**src/rtl/system_bus_arbiter.sv**
```systemverilog
`default_nettype none
// ============================================================================
//  Module      : system_bus_arbiter
//  Description : Round-robin arbiter sharing the system_bus master port
//                between N requesters. It latches the winner's request onto
//                the bus and holds it until the bus drops busy or a WAIT
//                timeout aborts the access. It then returns read data and an
//                error flag to the winner with a one-cycle done pulse.
//  Revision    : 1.0 - initial release
// ============================================================================
module system_bus_arbiter #(
    parameter int N_MASTERS = 3,
    parameter int TIMEOUT   = 256
) (
    input  logic                      clk,
    input  logic                      rst,
    input  logic [N_MASTERS-1:0]      r_req,
    input  logic [N_MASTERS-1:0]      r_we,
    input  logic [32*N_MASTERS-1:0]   r_addr,
    input  logic [32*N_MASTERS-1:0]   r_wdata,
    input  logic [3*N_MASTERS-1:0]    r_size,
    output logic [N_MASTERS-1:0]      r_gnt,
    output logic [N_MASTERS-1:0]      r_done,
    output logic [31:0]               r_rdata,
    output logic                      r_error,
    output logic [31:0]               b_addr,
    output logic [31:0]               b_wdata,
    output logic [2:0]                b_size,
    output logic                      b_read,
    output logic                      b_write,
    input  logic [31:0]               b_rdata,
    input  logic                      b_busy,
    input  logic                      b_error,
    output logic                      timeout
);

    localparam int          c_ptr_w      = $clog2(N_MASTERS);
    localparam int          c_cnt_w      = (TIMEOUT > 1) ? $clog2(TIMEOUT) : 1;
    localparam int          c_to_last    = (TIMEOUT > 0) ? TIMEOUT - 1 : 0;
    localparam logic [31:0] c_abort_data = 32'hDEAD_0BAD;

    typedef enum logic [1:0] {
        ST_IDLE  = 2'd0,
        ST_ISSUE = 2'd1,
        ST_WAIT  = 2'd2
    } state_t;

    state_t               r_state;
    logic [c_ptr_w-1:0]   r_ptr;
    logic [c_cnt_w-1:0]   r_wait_cnt;
    logic [c_ptr_w-1:0]   w_winner;
    int                   w_best;
    int                   w_dist;

    // Round-robin pick: the active request closest after the last winner wins.
    always_comb begin
        w_winner = '0;
        w_best   = N_MASTERS;
        w_dist   = 0;
        for (int i = 0; i < N_MASTERS; i++) begin
            w_dist = (i + N_MASTERS - 1 - int'(r_ptr)) % N_MASTERS;
            if (r_req[i] && (w_dist < w_best)) begin
                w_best   = w_dist;
                w_winner = c_ptr_w'(i);
            end
        end
    end

    // Arbitration FSM; every output is registered here.
    always_ff @(posedge clk or posedge rst) begin
        if (rst) begin
            r_state    <= ST_IDLE;
            r_ptr      <= c_ptr_w'(N_MASTERS - 1);
            r_wait_cnt <= '0;
            r_gnt      <= '0;
            r_done     <= '0;
            r_rdata    <= '0;
            r_error    <= 1'b0;
            b_addr     <= '0;
            b_wdata    <= '0;
            b_size     <= '0;
            b_read     <= 1'b0;
            b_write    <= 1'b0;
            timeout    <= 1'b0;
        end else begin
            r_done  <= '0;
            timeout <= 1'b0;
            case (r_state)
                ST_IDLE: begin
                    if (|r_req) begin
                        b_addr  <= r_addr[32*w_winner +: 32];
                        b_wdata <= r_wdata[32*w_winner +: 32];
                        b_size  <= r_size[3*w_winner +: 3];
                        b_read  <= ~r_we[w_winner];
                        b_write <= r_we[w_winner];
                        r_gnt   <= N_MASTERS'(1) << w_winner;
                        r_ptr   <= w_winner;
                        r_state <= ST_ISSUE;
                    end
                end
                ST_ISSUE: begin
                    // The bus registers its response, so busy is not looked at yet.
                    r_wait_cnt <= '0;
                    r_state    <= ST_WAIT;
                end
                ST_WAIT: begin
                    if (!b_busy) begin
                        r_rdata <= b_rdata;
                        r_error <= b_error;
                        r_done  <= r_gnt;
                        r_gnt   <= '0;
                        b_read  <= 1'b0;
                        b_write <= 1'b0;
                        r_state <= ST_IDLE;
                    end else if ((TIMEOUT != 0) && (r_wait_cnt == c_cnt_w'(c_to_last))) begin
                        r_rdata <= c_abort_data;
                        r_error <= 1'b1;
                        r_done  <= r_gnt;
                        timeout <= 1'b1;
                        r_gnt   <= '0;
                        b_read  <= 1'b0;
                        b_write <= 1'b0;
                        r_state <= ST_IDLE;
                    end else if (r_wait_cnt != '1) begin
                        r_wait_cnt <= r_wait_cnt + 1'b1;
                    end
                end
                default: r_state <= ST_IDLE;
            endcase
        end
    end

endmodule
`default_nettype wire
```
**config.mk**
```make
export PLATFORM = sky130hd
export DESIGN_NAME = system_bus_arbiter
export DESIGN_NICKNAME = d
export VERILOG_FILES = /design/src/rtl/system_bus_arbiter.sv
export SDC_FILE = /design/constraint.sdc
export NUM_CORES = 1
export LEC_CHECK = 0
export ABC_CLOCK_PERIOD_IN_PS = 7200
export CORE_MARGIN = 2
export CORE_UTILIZATION = 38
export DETAILED_ROUTE_END_ITERATION = 12
export PLACE_DENSITY_LB_ADDON = 0.15
export SLEW_MARGIN = 20
export SYNTH_ARGS = -nofsm -noshare
export SYNTH_HDL_FRONTEND = slang
export SYNTH_SLANG_ARGS = --single-unit
```
**constraint.sdc**
```tcl
create_clock -name clk -period 7.2 [get_ports clk]
set_input_delay 1.08 -clock clk [delete_from_list [all_inputs] [get_ports clk]]
set_output_delay 1.08 -clock clk [all_outputs]
set_load 0.05 [all_outputs]
```
# Word level (Yosys, flattened, before mapping)
# Cells that the tools add are included.
# W data, S select, Z words.
[classes]
addsub = 4
shifts = 4
n_bitwise = 1
mux = 34
n_div = 3
magnitude_cmp = 4
reduce_logical = 12
multipliers = 1
eq_ne = 10
[op_table]
columns = ["cell", "n"]
rows = [
  ["$shiftx A96 B8 Y32", 2],
  ["$mux W32", 4],
  ["$mod A32 B3 Y32 const B", 3],
  ["$lt A32 B32 Y1", 2],
  ["$lt A32 B3 Y1 const B", 1],
  ["$mux W8", 3],
  ["$mux W3", 6],
  ["$pmux W8 S2", 1],
  ["$mux W1", 11],
  ["$shiftx A9 B5 Y3", 1],
  ["$add A8 B1 Y8 const B", 1],
  ["$eq A8 B8 Y1 const B", 1],
  ["$mux W2", 4],
  ["$ne A2 B2 Y1 const B", 4],
  ["$ne A8 B8 Y1 const B", 1],
  ["$pmux W2 S3", 1],
  ["$pmux W3 S2", 1],
  ["$reduce_and A2 Y1", 3],
  ["$sub A2 B2 Y3 const A", 2],
  ["$mul A2 B2 Y4 const A", 1],
  ["$pmux W1 S2", 2],
  ["$reduce_and A4 Y1", 1],
  ["$reduce_bool A2 Y1", 2],
  ["$sub A3 B2 Y4 const A", 1],
  ["other kinds (12)", 14],
]
[totals]
ramBits = 0
reg_bits = 121
n_memories = 0
rom_bits = 0
inputBits = 243
word_cells = 86
output_inout_bits = 109
latchBits = 0

# Longest topological paths before layout
[logic_depth]
depth_word = 16
mapped_depth = 37
mapped_depth_nobuf = 30

# Least setup slack after synthesis
# OpenSTA, ideal clock, no wires.
[synth_path]
kind = "flip-flop to flip-flop"
from = "register r_ptr[0]"
to = "register b_addr[10]"
slack_ps = -472
setup_ps = 126
path_buffers = 6
stages_incl_launch_ff = 34
required_ps = 7074
t_arrival_ps = 7546
cell_sequence = "dfrtp_1 inv_1 ha_1 buf_2 buf_2 nand3_1 ha_1 nand2b_1 and3_1 o211ai_1 mux2i_1 a41oi_1 a21oi_1 a2111o_1 nor4_1 a2bb2oi_1 o21ai_2 a2111oi_2 a211oi_1 a221o_1 o31a_1 mux2i_1 a21oi_2 buf_6 buf_6 o21ai_0 ha_1 nand4b_1 a2111oi_1 o31ai_1 buf_4 buf_4 and3_1 a221o_1"
[synth_between]
elab_chain_cells = 12
elab_cells_between_ends = 17
cone_classes = "add/sub: 3; div: 3; order compare: 3; shift: 1; mux: 4; reduce/logical: 3"
[synth_rtl]
columns = ["element", "line_no", "text"]
rows = [
  ["start, declared", "49", "logic [c_ptr_w-1:0] r_ptr;"],
  ["start signal, assigned", "73", "r_ptr <= c_ptr_w'(N_MASTERS - 1);"],
  ["start signal, assigned", "97", "r_ptr <= w_winner;"],
  ["$sub A2 B2 Y3", "61", "w_dist = (i + N_MASTERS - 1 - int'(r_ptr)) % N_MASTERS;"],
  ["$mod A32 B3 Y32", "61", ""],
  ["$lt A32 B3 Y1", "62", "if (r_req[i] && (w_dist < w_best)) begin"],
  ["$logic_and A1 B1 Y1", "62", ""],
  ["$mux W32", "62", ""],
  ["$lt A32 B32 Y1", "62", ""],
  ["$logic_and A1 B1 Y1", "62", ""],
  ["$mux W32", "62", ""],
  ["$lt A32 B32 Y1", "62", ""],
  ["$logic_and A1 B1 Y1", "62", ""],
  ["$mux W2 *", "62", ""],
  ["$shiftx A96 B8 Y32 *", "91", "b_addr <= r_addr[32*w_winner +: 32];"],
  ["end signal, assigned", "91", ""],
  ["end, declared", "26", "output logic [31:0] b_addr,"],
]
# Every way passes the cells marked *; elsewhere a longest branch is shown, timed or not.
# A chain may end at the register's enable or synchronous reset.

# Worst setup path in the final report
[layout_path]
from = "register r_ptr[1]"
to = "register b_addr[27]"
# The elaborated chain is that of the path after synthesis.

==> results.yml <==
route:
  detailedRoute.firstIterationViolations: 308
  drt_drc_violations_left: 0
  post_drt_wl_per_cell_um: 19.6
  post_drt_via_cell_ratio: 5.20
  tritonroute_pass_1_iters: 5
  via_count: 7582
  totalWireLength_um: 28500
  ant_nets: 0
placed_design:
  detailed_place_hpwl_um: 21300
  worst_setup_slack_post_dpl_ps: -20.5
  place_congestion: 0.950
  port_buffers: 351
cts:
  insertion_delay_ps: 420
  htree_levels: 4
  tritoncts_num_sinks: 121
  max-clock-path-buffers: 2
  clock-root-buffer: "sky130_fd_sc_hd__clkbuf_16"
  tritoncts: "yes"
  clk_pin_slew_worst_paths_ps: 50
  tritoncts.num_buffers: 17
synth:
  synthArstFlopShare_pct: 100
  number_of_synthesized_flops_with_an_enable_pin: 0
  mapped_cell_area_um2: 7730
  synthesis.yosys.warnings: 0
  synth.ff_latch_count: 121
  seq_area_frac_synth_pct: 39.2
  post-synth-top-area-fraction_pct: 38.9
  postSynth.topFlopCell: "sky130_fd_sc_hd__dfrtp_1"
  yosys-top-cells-area: "sky130_fd_sc_hd__dfrtp_1 (39%), sky130_fd_sc_hd__mux2i_1 (8.7%), sky130_fd_sc_hd__mux2_1 (8.3%), sky130_fd_sc_hd__nand2_1 (4.9%), sky130_fd_sc_hd__a221o_1 (4.0%)"
  postSynthCellCount: 787
  synth.lib_cells_used.distinct: 76
  avgSynthCellArea_um2: 9.82
  synth_fp_nets: 1049
  post-synth-top-area-cell: "sky130_fd_sc_hd__dfrtp_1"
worst_setup_path:
  timing.critical_path.arrival_ps: 7280
  worst_path_max_delay_cell: "sky130_fd_sc_hd__dfstp_2"
  crit_path_max_incr_delay_ps: 660
  setup.worst_path.class: "reg -> reg"
  critical_path_required_ps: 7500
  rrSetupSlack_ps: 220
  end_kind: "flip-flop"
  worst-path-max-fanout: 7
  crit_path_start_kind: "flip-flop"
die:
  start_util_pct: 38.4
  boundaryPins: 352
  die_x_extent_um: 147
  die_h_um: 147
  coreArea_um2: 20100
  die_area_um2: 21500
  placement_rows: 52
cells_and_area:
  final_util_pct: 64.4
  area_growth_pct: 67.4
  nNetsFinal: 1437
  diodes: 0
  drive_above_1_share_pct: 15.6
sta:
  fin_skew_ps: 6.72
  worst_hold_slack_ps: 481
  finalHoldViolations: 0
  rsz0062_at_grt: "true"
  worst-slew-pin-transition_ps: 765
  min_period_ps: 6980
  slew-limit-headroom_pct: 49.0
  setup_viol: 0
  layout_setup_ws_ps: 223
  slew_violations: 0
  fin_tns_setup_ps: 0
  maxClockFrequency_mhz: 143
  final_min_period_over_clock_period_pct: 96.9
power:
  p_leak_nw: 5.67
  pwr_density_cell_nw_per_um2: 489
  vdd_drop_max_mv: 0.313
run:
  max_cap_viol_count: 0
global_routing:
  pin_count_of_the_biggest_net_entering_global_routing: 80
  grt_overflow: 0
  overall_global_routing_usage_pct: 25.4
  first_global_vias: 7510
  first_pass_grt_wire_length_um: 42600
  grt_antenna_before_repair: 0
run_status:
  run_status: "completed"
worst_hold_path:
  hold_path.class: "reg -> reg"
sequential cells by signal (all words and copies together), names as in the netlist, 2 cells and up:
signal and flops:
b_addr 32, b_wdata 32, r_rdata 32, r_wait_cnt 8, b_size 3, r_done 3
r_gnt 3, r_ptr 2, r_state 2
cells by family after synthesis:
kind of cell | share of synthesized area (%)
AOI/OAI and AO/OA | 19.5
DFF | 39.2
adders and majority gates | 3.08
and+or+nand+nor | 13.3
muxes | 18.6
xor gates and xnor gates | 0.567
buffers and inverters | 5.73
routing by layer:
metal  share of wire [%]  track usage (%)  vias up
li1                    -                -     3689
met1                  40             30.2     3603
met2                  52             46.1      268
met3                 6.8             7.56       22
met4                0.88             3.93        0
met5                   0                0        -
cells in the mapped netlist, types with 3 or more instances:
master	n
sky130_fd_sc_hd__a211oi_1	6
sky130_fd_sc_hd__a21oi_1	22
sky130_fd_sc_hd__a221o_1	31
sky130_fd_sc_hd__a22o_1	15
sky130_fd_sc_hd__a31oi_1	4
sky130_fd_sc_hd__a32oi_1	3
sky130_fd_sc_hd__and2_1	6
sky130_fd_sc_hd__and3_1	18
sky130_fd_sc_hd__buf_2	6
sky130_fd_sc_hd__buf_4	13
sky130_fd_sc_hd__buf_6	14
sky130_fd_sc_hd__clkbuf_1	26
sky130_fd_sc_hd__dfrtp_1	120
sky130_fd_sc_hd__ha_1	19
sky130_fd_sc_hd__inv_1	14
sky130_fd_sc_hd__mux2_1	57
sky130_fd_sc_hd__mux2_2	11
sky130_fd_sc_hd__mux2i_1	67
sky130_fd_sc_hd__nand2_1	100
sky130_fd_sc_hd__nand2b_1	7
sky130_fd_sc_hd__nand3_1	20
sky130_fd_sc_hd__nand4_1	6
sky130_fd_sc_hd__nor2_1	26
sky130_fd_sc_hd__nor2b_1	8
sky130_fd_sc_hd__nor3_1	9
sky130_fd_sc_hd__o211a_1	3
sky130_fd_sc_hd__o211ai_1	4
sky130_fd_sc_hd__o21a_1	3
sky130_fd_sc_hd__o21ai_0	22
sky130_fd_sc_hd__o21ai_1	62
sky130_fd_sc_hd__o31a_1	3
sky130_fd_sc_hd__or3_1	3
sky130_fd_sc_hd__xor2_1	4
cell type report:
class / count / area [um^2]
clock buffer: 25 / 505
clock inverter: 6 / 111
fill: 1642 / 7160
inverter: 15 / 61.3
multi-input combinational: 591 / 4670
sequential: 121 / 3030
tap: 270 / 338
timing repair buffer: 429 / 4230
what timing repair did:
item                       CTS  global route
cloned                       1             2
pin swaps                    2            13
gates resized for setup      4            65
setup endpoints to repair   44            74
buffers inserted             2            12
hold buffers                 0             0
worst paths after layout:
| path | from | to | depth (start not counted) |
|---|---|---|---|
| max in group asynchronous | rst | b_wdata[29]$_DFFE_PP0P_ | 3 |
| min reg2reg | b_wdata[12]$_DFFE_PP0P_ | b_wdata[12]$_DFFE_PP0P_ | 2 |
| min in group asynchronous | rst | r_rdata[6]$_DFFE_PP0P_ | 2 |
| max reg2reg | r_ptr[1]$_DFFE_PP1P_ | b_addr[27]$_DFFE_PP0P_ | 31 |
| min | b_wdata[12]$_DFFE_PP0P_ | b_wdata[12]$_DFFE_PP0P_ | 2 |
| max | r_ptr[1]$_DFFE_PP1P_ | b_addr[27]$_DFFE_PP0P_ | 31 |
where the power goes:
group	switching [mW]	leakage (nW)	internal [mW]
clock	0.306	0.300	0.589
combinational	2.47	3.86	1.79
sequential	0.180	1.51	0.998
total	2.96	5.67	3.38
worst max-delay path: cells and delay by family (launching register included):
family | cells | cell delay, ps
and+or+nand+nor | 7 | 1310
AOI/OAI and AO/OA | 15 | 3380
DFF | 1 | 660
buffers and inverters | 4 | 490
adders and majority gates | 3 | 610
muxes | 2 | 400
through the flow:
stage,instances,power [mW],area (um^2)
after floorplan,787,3.90,7860
after global placement,1409,5.13,11800
after detailed placement,1409,5.17,11800
after CTS,1443,6.17,12500
after global routing,1457,6.68,12900
final,1457,6.33,12900
cells in the final DEF, fill, tap and decap left out, types with 5 or more instances in the layout:
| master | synthesis | layout |
|---|---|---|
| sky130_fd_sc_hd__a22o_1 | 15 | 15 |
| sky130_fd_sc_hd__o21ai_1 | 62 | 63 |
| sky130_fd_sc_hd__nor2b_1 | 8 | 5 |
| sky130_fd_sc_hd__a21oi_1 | 22 | 18 |
| sky130_fd_sc_hd__mux2_2 | 11 | 11 |
| sky130_fd_sc_hd__and2_1 | 6 | 6 |
| sky130_fd_sc_hd__clkbuf_8 | 0 | 5 |
| sky130_fd_sc_hd__a221o_1 | 31 | 31 |
| sky130_fd_sc_hd__and3_4 | 0 | 5 |
| sky130_fd_sc_hd__inv_1 | 14 | 10 |
| sky130_fd_sc_hd__nand3_1 | 20 | 19 |
| sky130_fd_sc_hd__o21ai_0 | 22 | 18 |
| sky130_fd_sc_hd__nor3_1 | 9 | 8 |
| sky130_fd_sc_hd__buf_6 | 14 | 5 |
| sky130_fd_sc_hd__nor2_1 | 26 | 25 |
| sky130_fd_sc_hd__dfrtp_1 | 120 | 119 |
| sky130_fd_sc_hd__ha_1 | 19 | 14 |
| sky130_fd_sc_hd__mux2_1 | 57 | 57 |
| sky130_fd_sc_hd__and3_1 | 18 | 13 |
| sky130_fd_sc_hd__nand4_1 | 6 | 6 |
| sky130_fd_sc_hd__mux2i_1 | 67 | 64 |
| sky130_fd_sc_hd__nand2_1 | 100 | 99 |
| sky130_fd_sc_hd__buf_4 | 13 | 65 |
| sky130_fd_sc_hd__nand2b_1 | 7 | 6 |
| sky130_fd_sc_hd__clkbuf_16 | 0 | 19 |
| sky130_fd_sc_hd__ha_4 | 0 | 5 |
| sky130_fd_sc_hd__clkdlybuf4s50_1 | 0 | 351 |
Note: power is estimated with default switching activity, not from simulation.
